===== src/rtl/mem_port_arb.sv =====
// Shares the core's single memory port between fetch, load and store requesters.
// Store > load > fetch priority; fetch wins once data-side grants reach STARVE_LIMIT.
module mem_port_arb #(
  parameter int AW           = 32,
  parameter int DW           = 32,
  parameter int STARVE_LIMIT = 4
) (
  input  logic          clk_i,
  input  logic          rst_n_i,
  input  logic          if_req_i,
  input  logic [AW-1:0] if_addr_i,
  input  logic          if_flush_i,
  output logic          if_ack_o,
  output logic [DW-1:0] if_rdata_o,
  input  logic          ld_req_i,
  input  logic [AW-1:0] ld_addr_i,
  output logic          ld_ack_o,
  output logic [DW-1:0] ld_rdata_o,
  input  logic          st_req_i,
  input  logic [AW-1:0] st_addr_i,
  input  logic [DW-1:0] st_data_i,
  output logic          st_ack_o,
  output logic          mem_req_o,
  output logic          mem_we_o,
  output logic [AW-1:0] mem_addr_o,
  output logic [DW-1:0] mem_wdata_o,
  input  logic [DW-1:0] mem_rdata_i,
  input  logic          mem_ack_i,
  output logic          arb_busy_o
);

  localparam int            CW         = $clog2(STARVE_LIMIT + 1);
  localparam logic [CW-1:0] STARVE_MAX = CW'(STARVE_LIMIT);

  typedef enum logic {IDLE = 1'b0, BUSY = 1'b1} state_t;
  typedef enum logic [1:0] {
    OWN_FETCH = 2'd0,
    OWN_LOAD  = 2'd1,
    OWN_STORE = 2'd2
  } owner_t;

  state_t        state_r;
  state_t        state_nxt_s;
  owner_t        owner_r;
  owner_t        grant_owner_s;
  logic [CW-1:0] starve_cnt_r;
  logic [CW-1:0] starve_nxt_s;
  logic          drop_r;
  logic          grant_s;
  logic          complete_s;
  logic          grant_we_s;
  logic [AW-1:0] grant_addr_s;
  logic [DW-1:0] grant_wdata_s;
  logic          if_elig_s;
  logic          ld_elig_s;
  logic          st_elig_s;

  // A requester whose ack is pulsing this cycle is still holding req; keep it out.
  assign if_elig_s  = if_req_i & ~if_ack_o & ~if_flush_i;
  assign ld_elig_s  = ld_req_i & ~ld_ack_o;
  assign st_elig_s  = st_req_i & ~st_ack_o;
  assign arb_busy_o = (state_r == BUSY);

  // FSM state register
  always_ff @(posedge clk_i or negedge rst_n_i) begin
    if (!rst_n_i) begin
      state_r <= IDLE;
    end else begin
      state_r <= state_nxt_s;
    end
  end

  // Next state, arbitration winner and completion detect
  always_comb begin
    state_nxt_s   = state_r;
    grant_s       = 1'b0;
    complete_s    = 1'b0;
    grant_owner_s = OWN_FETCH;
    case (state_r)
      IDLE: begin
        if (if_elig_s && (starve_cnt_r == STARVE_MAX)) begin
          grant_s       = 1'b1;
          grant_owner_s = OWN_FETCH;
        end else if (st_elig_s) begin
          grant_s       = 1'b1;
          grant_owner_s = OWN_STORE;
        end else if (ld_elig_s) begin
          grant_s       = 1'b1;
          grant_owner_s = OWN_LOAD;
        end else if (if_elig_s) begin
          grant_s       = 1'b1;
          grant_owner_s = OWN_FETCH;
        end else begin
          grant_s       = 1'b0;
        end
        state_nxt_s = grant_s ? BUSY : IDLE;
      end
      BUSY: begin
        if (mem_ack_i) begin
          complete_s  = 1'b1;
          state_nxt_s = IDLE;
        end else begin
          state_nxt_s = BUSY;
        end
      end
      default: begin
        state_nxt_s = IDLE;
      end
    endcase
  end

  // Memory-port payload for the winner and next starvation count
  always_comb begin
    grant_we_s    = 1'b0;
    grant_addr_s  = if_addr_i;
    grant_wdata_s = {DW{1'b0}};
    starve_nxt_s  = starve_cnt_r;
    case (grant_owner_s)
      OWN_STORE: begin
        grant_we_s    = 1'b1;
        grant_addr_s  = st_addr_i;
        grant_wdata_s = st_data_i;
      end
      OWN_LOAD: begin
        grant_addr_s  = ld_addr_i;
      end
      OWN_FETCH: begin
        grant_addr_s  = if_addr_i;
      end
      default: begin
        grant_addr_s  = if_addr_i;
      end
    endcase
    if (!grant_s) begin
      starve_nxt_s = starve_cnt_r;
    end else if ((grant_owner_s == OWN_FETCH) || !if_req_i) begin
      starve_nxt_s = {CW{1'b0}};
    end else if (starve_cnt_r != STARVE_MAX) begin
      starve_nxt_s = starve_cnt_r + CW'(1);
    end else begin
      starve_nxt_s = starve_cnt_r;
    end
  end

  // Memory port, response pulses, starvation counter and fetch drop flag
  always_ff @(posedge clk_i or negedge rst_n_i) begin
    if (!rst_n_i) begin
      mem_req_o    <= 1'b0;
      mem_we_o     <= 1'b0;
      mem_addr_o   <= {AW{1'b0}};
      mem_wdata_o  <= {DW{1'b0}};
      if_ack_o     <= 1'b0;
      ld_ack_o     <= 1'b0;
      st_ack_o     <= 1'b0;
      if_rdata_o   <= {DW{1'b0}};
      ld_rdata_o   <= {DW{1'b0}};
      owner_r      <= OWN_FETCH;
      starve_cnt_r <= {CW{1'b0}};
      drop_r       <= 1'b0;
    end else begin
      if_ack_o     <= 1'b0;
      ld_ack_o     <= 1'b0;
      st_ack_o     <= 1'b0;
      starve_cnt_r <= starve_nxt_s;
      if (grant_s) begin
        mem_req_o   <= 1'b1;
        mem_we_o    <= grant_we_s;
        mem_addr_o  <= grant_addr_s;
        mem_wdata_o <= grant_wdata_s;
        owner_r     <= grant_owner_s;
        drop_r      <= 1'b0;
      end else if (complete_s) begin
        mem_req_o   <= 1'b0;
        mem_we_o    <= 1'b0;
        mem_addr_o  <= {AW{1'b0}};
        mem_wdata_o <= {DW{1'b0}};
        drop_r      <= 1'b0;
        // A flush arriving together with the memory ack still cancels the fetch.
        case (owner_r)
          OWN_FETCH: begin
            if_rdata_o <= mem_rdata_i;
            if_ack_o   <= ~(drop_r | if_flush_i);
          end
          OWN_LOAD: begin
            ld_rdata_o <= mem_rdata_i;
            ld_ack_o   <= 1'b1;
          end
          OWN_STORE: begin
            st_ack_o   <= 1'b1;
          end
          default: begin
            st_ack_o   <= 1'b0;
          end
        endcase
      end else if ((state_r == BUSY) && (owner_r == OWN_FETCH) && if_flush_i) begin
        drop_r <= 1'b1;
      end else begin
        drop_r <= drop_r;
      end
    end
  end

endmodule


===== config.mk =====
export PLATFORM = sky130hd
export DESIGN_NAME = mem_port_arb
export DESIGN_NICKNAME = d
export VERILOG_FILES = /design/src/rtl/mem_port_arb.sv
export SDC_FILE = /design/constraint.sdc
export NUM_CORES = 1
export LEC_CHECK = 0
export ABC_AREA = 1
export CORE_AREA = 2 2 163 125
export CTS_BUF_LIST = sky130_fd_sc_hd__clkbuf_2
export DETAILED_ROUTE_END_ITERATION = 6
export DIE_AREA = 0 0 165 127
export MAX_ROUTING_LAYER = met4
export PLACE_DENSITY = 0.78
export SLEW_MARGIN = 20
export SYNTH_ARGS = -nofsm -noshare
export SYNTH_HDL_FRONTEND = slang
export SYNTH_SLANG_ARGS = --single-unit

===== constraint.sdc =====
create_clock -name clk_i -period 2 [get_ports clk_i]
set_clock_uncertainty 0.15 [all_clocks]
set_input_delay 0.4 -clock clk_i [delete_from_list [all_inputs] [get_ports clk_i]]
set_output_delay 0.4 -clock clk_i [all_outputs]
set_load 0.03 [all_outputs]

# Word-level counts from Yosys, hierarchy flattened
# Index checks and enable logic that the tools add are counted.
# classes
n_addsub,1
n_mul,0
div,0
n_lt_le_gt_ge,0
n_eq_ne,6
shift,0
n_mux,38
bitwise,12
reduce_logical,13
# ops
op,count
two-way mux 32 bit,4
one-hot mux 32 bit (2 select lines),1
two-way mux 1 bit,27
inverter 1 bit,7
two-way mux 2 bit,3
two-way mux 3 bit,2
AND reduction 3 bit,2
AND 1 bit,4
== test 2 x 1 -> 1 bit (second input constant),2
== test 2 bit (second input constant),2
zero test 2 bit,2
nonzero test 2 bit,2
adder 3 x 1 -> 3 bit (second input constant),1
== test 3 bit (second input constant),1
logical AND 1 bit,3
!= test 3 bit (second input constant),1
nonzero test 3 bit,1
one-hot mux 1 bit (2 select lines),1
AND reduction 2 bit,1
zero test 1 bit,1
logical OR 1 bit,1
bitwise OR 1 bit,1
# totals
reg_bits,140
latch_bits,0
mem_bits_rw,0
rom_bits,0
wordCells,83
n_memories,0

# Longest topological paths before layout
# Gate-level depths: netlist of the first run.
# depth
depth_word,11
ltp_mapped,14
ltp_nobuf,12

# Least setup slack after synthesis of the first run
# No wires, ideal clock.
# synth_path
path_kind,flip-flop to flip-flop
from,register starve_cnt_r[0]
to,register mem_addr_o[20]
setup_time_ns,0.066
arrival_ns,1.975
t_required_ns,1.784
slack_ns,-0.191
stages_incl_launch_ff,14
n_path_buf,2
path_cell_list,dfrtp_1 > inv_1 > ha_1 > nand2_1 > nor2_1 > nor3_1 > inv_1 > ha_1 > buf_2 > clkbuf_1 > a21oi_1 > a21oi_1 > nand3_1 > nand2_1
# synth_between
elab_chain_len,7
word_cells_on_any_way,12
cone_classes,3 x eq/ne; 7 x mux; 2 x reduce/logical
# synth_rtl
item,line,text
"start, declared",46,logic [CW-1:0] starve_cnt_r;
"start signal, assigned",158,starve_cnt_r <= {CW{1'b0}};
"start signal, assigned",164,starve_cnt_r <= starve_nxt_s;
== test 3 bit *,81,if (if_elig_s && (starve_cnt_r == STARVE_MAX)) begin
logical AND 1 bit *,81,
two-way mux 2 bit *,81,
two-way mux 2 bit *,79,case (state_r)
named net grant_owner_s[1],45,owner_t grant_owner_s;
== test 2 x 1 -> 1 bit or == test 2 bit (tied branches),118,case (grant_owner_s)
one-hot mux 32 bit (2 select lines) *,118,
two-way mux 32 bit *,165,if (grant_s) begin
"end signal, assigned",150,mem_addr_o <= {AW{1'b0}};
"end signal, assigned",168,mem_addr_o <= grant_addr_s;
"end signal, assigned",175,mem_addr_o <= {AW{1'b0}};
"end, declared",25,"output logic [AW-1:0] mem_addr_o,"
# The timed path passes the listed nets; every way through them passes the cells marked *. The select of a mux whose other input is x is not followed.
# A chain may end at the register's enable or synchronous reset.

# Worst setup path after layout of the first run
# layout_path
from,register starve_cnt_r[0]
to,register mem_addr_o[9]
# Same word-level chain as after synthesis.

==> results of run 1 <==
[worst max-delay path by stage]
stage,slack [ns],cells past startpoint,endpoint,startpoint
floorplan,-0.04,13,mem_addr_o[17]$_DFFE_PN0N_,starve_cnt_r[0]$_DFFE_PN0P_
global placement,-0.55,12,mem_addr_o[30]$_DFFE_PN0N_,if_flush_i
detailed placement,-0.57,12,mem_addr_o[30]$_DFFE_PN0N_,if_flush_i
CTS,-0.12,12,mem_addr_o[30]$_DFFE_PN0N_,starve_cnt_r[1]$_DFFE_PN0P_
global route,-0.28,13,mem_addr_o[10]$_DFFE_PN0N_,starve_cnt_r[0]$_DFFE_PN0P_
finish,-0.15,13,mem_addr_o[9]$_DFFE_PN0N_,starve_cnt_r[0]$_DFFE_PN0P_
[cells by family after synthesis]
| family | after synthesis | share of synthesized area |
|---|---|---|
| AO/OA/AOI/OAI | 130 | 0.1246 |
| adder cells (fa/ha/maj) | 5 | 0.009584 |
| buffers and inverters | 108 | 0.08185 |
| flip-flops | 140 | 0.5367 |
| AND/OR/NAND/NOR | 367 | 0.2473 |
[layout by cell type (no fill, tap or decap), types with 18 or more instances in the layout]
cell type,instances
buf_6,55
a21oi_1,23
buf_12,22
o21ai_1,21
clkdlybuf4s50_1,165
buf_2,70
inv_1,43
nand2_1,181
dfrtp_1,137
o21ai_2,43
buf_4,74
a21oi_2,41
dlygate4sd3_1,24
clkbuf_2,18
nand4_1,37
nor2_1,25
nand3_1,98
[where the power goes]
group / total (mW) / switching (mW) / internal (mW)
combinational: 9.76 / 5.75 / 4.01
sequential: 4.61 / 0.680 / 3.93
clock: 2.01 / 1.15 / 0.858
total: 16.4 / 7.58 / 8.80
[critical path, delay by kind of cell (launching register included)]
family / cells / cell delay [ns]
AND/OR/NAND/NOR: 6 / 0.54
adder cells (fa/ha/maj): 2 / 0.50
AO/OA/AOI/OAI: 1 / 0.14
buffers and inverters: 4 / 0.38
flip-flops: 1 / 0.39
[cell type report]
| class | count | area (um^2) | share of cell area |
|---|---|---|---|
| multi-input combinational | 502 | 2753 | 0.2480 |
| clock inverter | 14 | 209.0 | 0.01883 |
| inverter | 49 | 191.4 | 0.01725 |
| sequential | 140 | 3507 | 0.3160 |
| tap | 253 | 316.6 | 0.02852 |
| antenna | 1 | 2.502 | 0.0002255 |
| clock buffer | 18 | 90.09 | 0.008116 |
| timing repair buffer | 418 | 4030 | 0.3631 |
[Yosys cell counts]
library cell	instances	area (um^2)
nor3_1	2	10.01
buf_6	11	123.9
o21ai_2	43	376.6
a31oi_1	1	6.260
clkbuf_1	15	56.30
nand4_1	37	231.5
o21ai_0	1	5.000
o21ai_1	21	105.1
buf_1	8	30.03
nor2_1	41	153.9
nand3_2	2	20.02
nand2_2	2	12.51
buf_4	6	45.04
nand2_1	184	690.7
buf_2	19	95.09
nand3_1	99	495.5
inv_1	47	176.4
dfrtp_1	140	3503
inv_2	2	7.510
ha_1	5	62.56
a21oi_1	64	320.3
[timing repair]
action / in CTS / in global routing
pin swaps: 4 / 36
buffers inserted: 12 / 29
gates cloned: 0 / 6
hold buffers: 3 / 21
resized for setup: 690 / 200
hold endpoints to repair: 142 / 26
endpoints found under the setup margin: 201 / 134
[through the flow]
step           TNS, ns  hold WS [ns]
5_1_grt         -15.21     -0.003162
4_1_cts         -2.834      0.003358
2_1_floorplan   -1.153      -0.04559
3_5_place_dp    -31.02        0.2127
6_report        -5.454        0.1082
3_3_place_gp    -28.83        0.2087
[state kept, by name, summed over array words and instances, names as in the netlist]
signal,flops
arb_busy_o,1
drop_r,1
if_ack_o,1
if_rdata_o,32
ld_ack_o,1
ld_rdata_o,32
mem_addr_o,32
mem_req_o,1
mem_wdata_o,32
mem_we_o,1
owner_r,2
st_ack_o,1
starve_cnt_r,3
[routing by layer]
layer,wire length [um],share of wire,track usage
met5,0,0,-
met4,364,0.016,0.04910
met3,1896,0.082,0.05812
met2,11000,0.48,0.3424
met1,9738,0.42,0.2609
==> flow_metrics.py, run 1 <==
metrics = {
    "run_status": {
        "outcome": "finished, violations left",
        "violations": "setup timing",
    },
    "floorplanning": {
        "die-area_um2": 20960,
        "ios": 301,
        "die_x_um": 165,
        "fp.coreArea_um2": 19210,
        "rows": 44,
        "die_y_um": 127,
        "start_util": 0.3397,
    },
    "final_layout": {
        "fill_cells": 1716,
        "finalNonFillerCells": 1395,
        "final_core_util": 0.5777,
        "area_growth_pct": 70.04,
        "nNetsFinal": 1300,
        "final_area_um2": 11100,
        "drive_gt1_frac": 0.3357,
    },
    "pwr": {
        "p_leak_nw": 5.464,
        "peakVddDrop_mv": 0.7934,
        "power.density_nw_per_um2": 1476,
        "fin_total_pwr_mw": 16.38,
    },
    "worst_setup_path": {
        "r2r_start": "starve_cnt_r[0]$_DFFE_PN0P_",
        "path_cells": "inv_1 -> ha_2 -> nand2_2 -> nor2_4 -> nor3_4 -> inv_2 -> ha_4 -> inv_8 -> clkbuf_16 -> nor2_1 -> a21oi_1 -> nand3_1 -> nand2_1",
        "reg2regPathDepth": 13,
        "cp-end-kind": "flip-flop",
        "cp_data_required_time_ns": 2.46,
        "cp_slowest_cell": "dfrtp_1",
        "arrival_ns": 2.61,
        "r2r_slack_ns": -0.15,
        "max_stage_delay_ns": 0.39,
        "crit_fanout": 6,
        "worst_r2r_endpoint": "mem_addr_o[9]$_DFFE_PN0N_",
        "startpoint_type": "flip-flop",
        "worstSetupPathType": "flip-flop to flip-flop",
    },
    "worst_hold_path": {
        "whs_path_depth": 3,
        "holdCritStartpoint": "st_data_i[14]",
        "hold_class": "input port to flip-flop",
        "min_to": "mem_wdata_o[14]$_DFFE_PN0N_",
    },
    "clock_tree": {
        "clock-sinks": 140,
        "cts_root_buffer": "clkbuf_2",
        "htreeDepth": 4,
        "cts_tree": "done",
        "path_clk_slew_ns": 0.22,
        "cts_buffers": 17,
        "clk_latency_ns": 0.66,
        "clockBufferDepth": 2,
    },
    "timing": {
        "finalWorstPathRequiredPeriod_ns": 2.147,
        "hold_viol_final": 0,
        "fin_ws_ns": -0.1468,
        "fin_crit_sh": 1.073,
        "setup_viol": 67,
        "rsz0062_at_grt": "true",
        "worst_pin_slew_ns": 0.5817,
        "maxSlewHeadroom": 0.6122,
        "timing.fmax_ghz": 0.4658,
        "drv_slew": 0,
    },
    "placement": {
        "dp_slack_ns": -0.5712,
        "dp.cells": 1293,
        "gp_congestion": 0.8545,
        "placed_cell_area_um2": 10290,
        "io_buffers": 300,
        "dp.final_hpwl_mm": 15.32,
    },
    "global_route": {
        "grt_util_all_layers": 0.2101,
        "grt_pass1_vias": 6623,
        "gr-total-overflow": 0,
        "antenna_found_initial": 1,
        "grt_pass1_wl_mm": 33.61,
        "grt_max_degree": 72,
    },
    "routing": {
        "wl_per_cell_um": 16.49,
        "drc": 0,
        "drt_iter0_drc": 628,
        "ant_nets": 0,
        "viasPerCell": 4.911,
        "wl_mm": 23.00,
        "drt_pass1_iterations": 6,
        "vias": 6851,
    },
    "synth": {
        "ys_types": 21,
        "yosys_warnings": 0,
        "synthCells": 750,
        "syn_area_per_cell_um2": 8.703,
        "yosysSeqAreaShare": 0.5367,
        "ys_ff_latch": 140,
        "netlist_area_um2": 6528,
        "syn_nets": 922,
    },
    "flow_run": {
        "max-cap-violations": 0,
    },
}
(Power assumes the default switching activity.)
==> run 2: changes to the inputs <==
Settings changed: CTS_BUF_LIST sky130_fd_sc_hd__clkbuf_2 to sky130_fd_sc_hd__clkbuf_4 sky130_fd_sc_hd__clkbuf_8.
==> run 2 against run 1 <==
  * The flow still finishes with violations (setup timing)
  * Hold slack better by 0.18 ns
  * Global-route usage is 0.23 points higher
  * Largest power group unchanged
  * Sequential share of layout area up 0.48 points
  * Critical endpoint is now mem_addr_o[22]$_DFFE_PN0N_
  * Critical path type unchanged
  * Combinational power shrank 7.3%
  * Cell count is 4.2% lower
  * Sequential power down 2%
  * Clock-buffer cell count stayed put
  * First-iteration DRC count is 21% lower
  * Largest cell class unchanged
==> flow_metrics.py, run 2 (synthesis gave the netlist of run 1 again) <==
metrics = {
    "timing": {
        "fin_ws_ns": -0.1409,
        "finalWorstPathRequiredPeriod_ns": 2.141,
        "rsz0062_at_grt": "true",
        "fin_crit_sh": 1.070,
        "hold_ws_ns": 0.2914,
        "setup_viol": 36,
        "tns_ns": -3.076,
        "hold_viol_final": 0,
        "worst_pin_slew_ns": 0.5675,
        "timing.fmax_ghz": 0.4671,
        "drv_slew": 0,
        "maxSlewHeadroom": 0.6217,
    },
    "worst_setup_path": {
        "startpoint_type": "flip-flop",
        "worstSetupPathType": "flip-flop to flip-flop",
        "arrival_ns": 2.36,
        "crit_fanout": 23,
        "cp-end-kind": "flip-flop",
        "cp_data_required_time_ns": 2.22,
        "r2r_slack_ns": -0.14,
    },
    "global_route": {
        "antenna_found_initial": 1,
        "grt_pass1_vias": 6579,
        "grt_max_degree": 72,
        "gr-total-overflow": 0,
        "grt_pass1_wl_mm": 33.84,
        "grt_util_all_layers": 0.2124,
    },
    "flow_run": {
        "max-cap-violations": 0,
    },
    "floorplanning": {
        "fp.coreArea_um2": 19210,
        "die-area_um2": 20960,
        "die_y_um": 127,
        "start_util": 0.3397,
        "ios": 301,
        "die_x_um": 165,
        "rows": 44,
    },
    "clock_tree": {
        "cts_buffers": 17,
        "cts_tree": "done",
        "clock-sinks": 140,
        "htreeDepth": 4,
        "clk_latency_ns": 0.43,
        "path_clk_slew_ns": 0.09,
        "cts_root_buffer": "clkbuf_8",
        "clockBufferDepth": 2,
    },
    "final_layout": {
        "mostFrequentLayoutCells": "181 x nand2_1, 165 x clkdlybuf4s50_1, 137 x dfrtp_1, 133 x dlygate4sd2_1, 98 x nand3_1",
        "final_common_cell": "nand2_1",
        "drive_gt1_frac": 0.1948,
        "fill_cells": 1752,
        "multiInputGateArea_um2": 2769,
        "nNetsFinal": 1242,
        "seq_area_um2": 3507,
        "area_growth_pct": 67.51,
    },
    "run_status": {
        "violations": "setup timing",
        "outcome": "finished, violations left",
    },
    "routing": {
        "wl_mm": 22.05,
        "wl_per_cell_um": 16.49,
        "drc": 0,
        "drt_pass1_iterations": 5,
        "ant_nets": 0,
        "drt_iter0_drc": 497,
        "viasPerCell": 4.943,
        "vias": 6609,
    },
    "pwr": {
        "peakVddDrop_mv": 0.7251,
        "power.density_nw_per_um2": 1482,
        "p_leak_nw": 5.446,
    },
    "placement": {
        "gp_congestion": 0.8545,
        "io_buffers": 300,
        "dp.final_hpwl_mm": 15.32,
    },
    "worst_hold_path": {
        "hold_class": "input port to asynchronous set/reset pin",
    },
}
run 2: cell count changes in the layout (fill, tap and decap cells not counted), sizes merged:
cell and change:
buf -165, dlygate4sd3 -23, dlygate4sd2 +133, clkdlybuf4s15 +1, clkbuf -4
run 2: cell type report:
| class | instances | share of cell area |
|---|---|---|
| timing repair buffer | 360 | 0.3386 |
| antenna | 1 | 0.0002289 |
| tap | 253 | 0.02895 |
| multi-input combinational | 502 | 0.2532 |
| clock buffer | 18 | 0.02209 |
| inverter | 49 | 0.01705 |
| clock inverter | 14 | 0.01911 |
| sequential | 140 | 0.3207 |
run 2: path summary, 6_finish.rpt:
path,start,endpoint,cells after the start
setup / recovery,starve_cnt_r[1]$_DFFE_PN0P_,mem_addr_o[22]$_DFFE_PN0N_,13
hold / removal,rst_n_i,ld_rdata_o[22]$_DFFE_PN0P_,2
setup reg to reg,starve_cnt_r[1]$_DFFE_PN0P_,mem_addr_o[22]$_DFFE_PN0N_,13
hold reg to reg,drop_r$_DFFE_PN0P_,if_ack_o$_DFF_PN0_,1
max in group asynchronous,rst_n_i,mem_addr_o[28]$_DFFE_PN0N_,3
min in group clk_i,drop_r$_DFFE_PN0P_,if_ack_o$_DFF_PN0_,1
run 2: layer usage:
layer | track usage | up-vias | share of wire
li1 | - | 3134 | -
met1 | 0.2645 | 3166 | 0.43
met2 | 0.3412 | 281 | 0.47
met3 | 0.05779 | 28 | 0.083
met4 | 0.05985 | 0 | 0.017
met5 | - | - | 0
run 2: worst max-delay path, stage by stage, from the launching register on:
cell and delay [ns]:
dfrtp_1 0.35, inv_1 0.05, ha_2 0.19, nand2_2 0.09
nor2_4 0.05, nor3_4 0.18, inv_2 0.08, ha_4 0.25
inv_4 0.10, buf_12 0.17, nor2_1 0.06, a21oi_1 0.16
nand3_1 0.10, nand2_1 0.09
run 2: where the power goes:
part	switching (mW)	internal (mW)
registers	0.592	3.95
clock network	1.21	1.41
logic	5.61	3.45
total	7.41	8.80
run 2: timing repair:
item                                    CTS  global route
endpoints found under the setup margin  200            68
hold buffers                              1             0
endpoints found under the hold margin    40             0
gates cloned                              2             3
buffers inserted                          0             5
resized for setup                       149            30
pin swaps                                 1            47
run 2: metrics by stage:
stage               power, mW  setup slack [ns]  cells  area (um^2)  utilization
finish                  16.20           -0.1409   1337        10930       0.5691
global route            17.22           -0.2564   1337        10930       0.5691
CTS                     15.91           -0.1341   1328        10680       0.5560
detailed placement      13.81           -0.5712   1293        10290       0.5354
global placement        13.64           -0.5540   1293        10290       0.5354
floorplan               10.02          -0.03844    750         6754            -
